`config.mk`:
```
export PLATFORM = sky130hd
export DESIGN_NAME = fifo_wctrl_param
export DESIGN_NICKNAME = d
export VERILOG_FILES = /design/src/rtl/fifo_wctrl_param.sv
export SDC_FILE = /design/constraint.sdc
export NUM_CORES = 1
export LEC_CHECK = 0
export ABC_CLOCK_PERIOD_IN_PS = 8050
export CAP_MARGIN = 25
export CORE_MARGIN = 1
export CORE_UTILIZATION = 52
export CTS_CLUSTER_SIZE = 40
export DETAILED_ROUTE_END_ITERATION = 8
export GPL_TIMING_DRIVEN = 0
export PLACE_DENSITY_LB_ADDON = 0.15
export SETUP_SLACK_MARGIN = 0.2
export SLEW_MARGIN = 20
export SYNTH_ARGS = -nofsm -noshare
export SYNTH_HDL_FRONTEND = slang
export SYNTH_SLANG_ARGS = --single-unit
```
`constraint.sdc`:
```
create_clock -name wclk -period 8.05 [get_ports wclk]
set_clock_uncertainty 0.05 [all_clocks]
set_input_delay 1.61 -clock wclk [delete_from_list [all_inputs] [get_ports wclk]]
set_output_delay 1.61 -clock wclk [all_outputs]
set_load 0.02 [all_outputs]
```
`src/rtl/fifo_wctrl_param.sv`:
```
// Write-side controller for an async FIFO: write pointer, read-pointer synchroniser,
// full / almost-full / free-space flags and a sticky overflow flag, all in the wclk domain.
module fifo_wctrl_param #(
  parameter int unsigned DEPTH       = 16,
  parameter int unsigned SYNC_STAGES = 2
) (
  input  logic                       wclk,
  input  logic                       wrst_n,
  input  logic                       wren,
  input  logic [$clog2(DEPTH):0]     rptr_gray,
  input  logic [$clog2(DEPTH):0]     afull_lvl,
  input  logic                       ovf_clr,
  output logic [$clog2(DEPTH)-1:0]   waddr,
  output logic [$clog2(DEPTH):0]     wptr,
  output logic                       wen_ram,
  output logic                       wfull,
  output logic                       walmost_full,
  output logic [$clog2(DEPTH):0]     wfree,
  output logic                       wovf
);

  localparam int unsigned ADDR_W = $clog2(DEPTH);
  localparam int unsigned PW     = ADDR_W + 1;

  function automatic logic [PW-1:0] b2g(input logic [PW-1:0] b);
    return b ^ (b >> 1);
  endfunction

  function automatic logic [PW-1:0] g2b(input logic [PW-1:0] g);
    logic [PW-1:0] b;
    b[PW-1] = g[PW-1];
    for (int i = int'(PW) - 2; i >= 0; i--) begin
      b[i] = b[i+1] ^ g[i];
    end
    return b;
  endfunction

  logic [PW-1:0] rq_gray;
  logic [PW-1:0] wbin;
  logic [PW-1:0] wbin_next;
  logic [PW-1:0] wgray_next;
  logic [PW-1:0] rbin;
  logic [PW-1:0] lvl_next;

  // Read-pointer synchroniser; zero stages means the caller already synchronised it.
  generate
    if (SYNC_STAGES == 0) begin : g_nosync
      assign rq_gray = rptr_gray;
    end else begin : g_sync
      logic [SYNC_STAGES-1:0][PW-1:0] sync_q;
      always_ff @(posedge wclk or negedge wrst_n) begin
        if (!wrst_n) begin
          sync_q <= '0;
        end else begin
          sync_q[0] <= rptr_gray;
          for (int i = 1; i < int'(SYNC_STAGES); i++) begin
            sync_q[i] <= sync_q[i-1];
          end
        end
      end
      assign rq_gray = sync_q[SYNC_STAGES-1];
    end
  endgenerate

  assign wen_ram    = wren & ~wfull;
  assign wbin_next  = wbin + PW'(wen_ram);
  assign wgray_next = b2g(wbin_next);
  assign rbin       = g2b(rq_gray);
  // Stale rbin only ever makes occupancy look higher, so the flags err on the safe side.
  assign lvl_next   = wbin_next - rbin;
  assign waddr      = wbin[ADDR_W-1:0];

  always_ff @(posedge wclk or negedge wrst_n) begin
    if (!wrst_n) begin
      wbin         <= '0;
      wptr         <= '0;
      wfull        <= 1'b0;
      walmost_full <= 1'b0;
      wfree        <= PW'(DEPTH);
      wovf         <= 1'b0;
    end else begin
      wbin         <= wbin_next;
      wptr         <= wgray_next;
      wfull        <= (wgray_next == {~rq_gray[ADDR_W:ADDR_W-1], rq_gray[ADDR_W-2:0]});
      walmost_full <= (lvl_next >= afull_lvl);
      wfree        <= PW'(DEPTH) - lvl_next;
      // A dropped write outranks a simultaneous clear.
      if (wren && wfull) begin
        wovf <= 1'b1;
      end else if (ovf_clr) begin
        wovf <= 1'b0;
      end
    end
  end

endmodule

```
==> impl_metrics.tcl <==
set metrics [dict create \
    dp_cells 163 \
    drc_errors 0 \
    drtPass1Iterations 2 \
    power_leakage_nw 0.807 \
    clk_pin_slew_worst_paths_ns 0.13 \
    synth.most_common_cell "dfrtp_1" \
    start_util_pct 57.5 \
    crit_path_start_kind "input port" \
    internal_power_mw 0.471 \
    critPathMaxFanout 5 \
    antenna_found_initial 0 \
    wl_per_cell_um 12.3 \
    clock_sinks 27 \
    fin_setup_tns_ns 0 \
    drv_slew 0 \
    num_io_pins 32 \
    gr-total-overflow 0 \
    maxCapViolations 0 \
    holdBufCountCts 0 \
    synthCells 104 \
    hold_class "reg -> reg" \
    p_seq_share_pct 27.1 \
    fmax_mhz 213 \
    cp_slowest_cell "clkdlybuf4s50_1" \
    ys_seq_elements 27 \
    cp-end-kind "register" \
    die_area_um2 2740 \
    ant_nets 0 \
    tightest_slew_ns 0.569 \
    dieHeight_um 52.4 \
    cts-root-buf "clkbuf_4" \
    die_w_um 52.4 \
    yosys.area.top_type "dfrtp_1" \
    yosys.area.top_type_share_pct 49.3 \
    grt_pass1_vias 830 \
    core-area_um2 2300 \
    yosysSeqAreaShare_pct 51.3 \
    crit_required_ns 8.22 \
    worstPathCellList "clkdlybuf4s50_1 > nor2b_1 > ha_1 > ha_1 > xor2_1 > ha_1 > o21a_1 > or3_1 > and2_1 > ha_1 > a21o_1 > a21o_1" \
    dr_total_vias 809 \
    ir_drop_uv 398 \
    area.growth.synth_to_final_pct 28.1 \
    fillers 170 \
    cts_resized 0 \
    avgViaCountPerCell 4.84 \
    fin_crit_ns 4.69 \
    synth_cell_types 29 \
    yosys-top-cells-count "26 x dfrtp_1, 12 x ha_1, 12 x inv_1" \
    synthTopCellsByArea "dfrtp_1 49%, ha_1 11%, xor2_1 7.3%" \
    track_usage_pct 18.7 \
    whs_ns 0.314 \
    clockBufferDepth 2 \
    cts_tree "yes" \
    fin_cells 167 \
    p_sw_mw 0.343 \
    fin_nets 167 \
    setup-violations-final 0 \
    pwr-share-comb_pct 65.8 \
    fin_crit_sh_pct 58.2 \
    gp_congestion 0.772 \
    switching_share_pct 42.1 \
    clkPwrFrac_pct 7.2 \
    power.density_nw_per_um2 481 \
    syn-num-nets 131 \
    status "finished, final reports clean" \
    synth_edf_count 0 \
    rsz0062_at_grt "false" \
    drt_iter0_drc 2 \
    hold_viol 0 \
    post-dp-hpwl_mm 1.62 \
    n_antenna_cell 0 \
    grt_first_pass_wirelength_mm 3.53 \
    drive_gt1_share_pct 10.1 \
    clk_latency_ns 0.33 \
    synth_ff_type "dfrtp_1" \
    slew_headroom_pct 62.1 \
    cpLargestDelayFamily "adder cells" \
    crit_top_cell "ha_1" \
    htree_levels 1 \
    slowest_delay_ns 0.48 \
    yosysWarnings 0 \
    avgSynthCellArea_um2 12.7 \
    cp_num_buf_inv 1 \
    crit_type "in -> reg" \
    drt_wl_total_mm 2.05 \
    netlist_area_um2 1320 \
    grt_start_max_net_pins 28 \
    rows 17 \
    cts_inserted_buffers 3 \
    arrival_ns 4.86 \
    port_buffers 31 \
    postCtsSetupBuffers 0 \
    async_reset_ff_share_pct 100 \
]
## power groups by stage
| stage | clock network, mW | logic, mW | registers (mW) |
|---|---|---|---|
| after floorplan | 0 | 0.322 | 0.275 |
| after global placement | 0 | 0.521 | 0.220 |
| after detailed placement | 0 | 0.538 | 0.224 |
| after CTS | 0.0612 | 0.542 | 0.221 |
| after global routing | 0.0678 | 0.593 | 0.225 |
| final | 0.0582 | 0.535 | 0.220 |
## layer usage
| layer | global-route usage [%] | vias up | wire length [µm] |
|---|---|---|---|
| li1 | - | 405 | - |
| met1 | 22.4 | 375 | 877 |
| met2 | 31.6 | 25 | 1040 |
| met3 | 3.77 | 4 | 98 |
| met4 | 9.21 | 0 | 27 |
| met5 | 0 | - | 0 |
## metrics by stage
step / setup slack, ns / util, % / power [mW] / instance area (µm²)
floorplan: 3.55 / - / 0.596 / 1320
global placement: 3.08 / 72.5 / 0.741 / 1670
detailed placement: 3.01 / 72.3 / 0.761 / 1660
CTS: 3.37 / 73.6 / 0.825 / 1690
global route: 3.16 / 73.6 / 0.886 / 1690
finish: 3.36 / 73.6 / 0.814 / 1690
## flip-flops by register name, indices dropped and copies added (netlist names)
signal and flops:
g_sync.sync_q 5, rq_gray 5, walmost_full 1, wbin 5, wfree 5, wfull 1, wovf 1, wptr 4
## final cells by class
| type | count | area, µm² | share of cell area (%) |
|---|---|---|---|
| Multi-Input combinational cell | 65 | 598 | 35.4 |
| Timing Repair Buffer | 31 | 305 | 18.1 |
| Inverter | 12 | 45.0 | 2.66 |
| Clock buffer | 3 | 22.5 | 1.33 |
| Tap cell | 28 | 35.0 | 2.07 |
| Clock inverter | 1 | 7.51 | 0.444 |
| Sequential cell | 27 | 677 | 40.0 |
## placed cells by master, fill, tap and decap left out, drive strengths merged, types with 2 or more instances in the layout
cell type / count
xor2: 12
ha: 12
nand3: 3
clkbuf: 3
nand2: 4
dfrtp: 26
xnor2: 9
a21oi: 3
inv: 12
o21ai: 2
clkdlybuf4s50: 30
a21o: 5
nor2b: 3
## worst reg2reg max path, stage by stage (launching register included)
cell     delay [ns]
dfrtp_1        0.43
nor2b_1        0.17
ha_1           0.26
ha_1           0.30
xor2_1         0.42
ha_1           0.35
o21a_1         0.13
or3_1          0.32
and2_1         0.20
ha_1           0.27
a21o_1         0.15
a21o_1         0.17
## final timing paths
| check | slack [ns] | endpoint | start | cells after the start |
|---|---|---|---|---|
| max in group asynchronous | 6.36 | wfree[4] | wrst_n | 1 |
| max | 3.36 | walmost_full | wren | 12 |
| min in group asynchronous | 1.20 | wovf | wrst_n | 1 |
| min | 0.31 | rq_gray[0] | g_sync.sync_q[0] | 0 |
| max reg2reg | 4.71 | walmost_full | wfull | 11 |
| min reg2reg | 0.31 | rq_gray[0] | g_sync.sync_q[0] | 0 |
## logic make-up (layout without fill, tap and decap cells)
group | count (synthesis) | count (layout) | synth area share, %
flops | 27 | 27 | 51.3
xor+xnor | 22 | 22 | 17.9
simple gates | 17 | 17 | 7.58
fa+ha+maj | 13 | 13 | 12.9
compound gates | 12 | 12 | 6.07
buf+inv | 12 | 47 | 3.41
mux | 1 | 1 | 0.853
No activity file was read; power rests on OpenSTA's default activity.
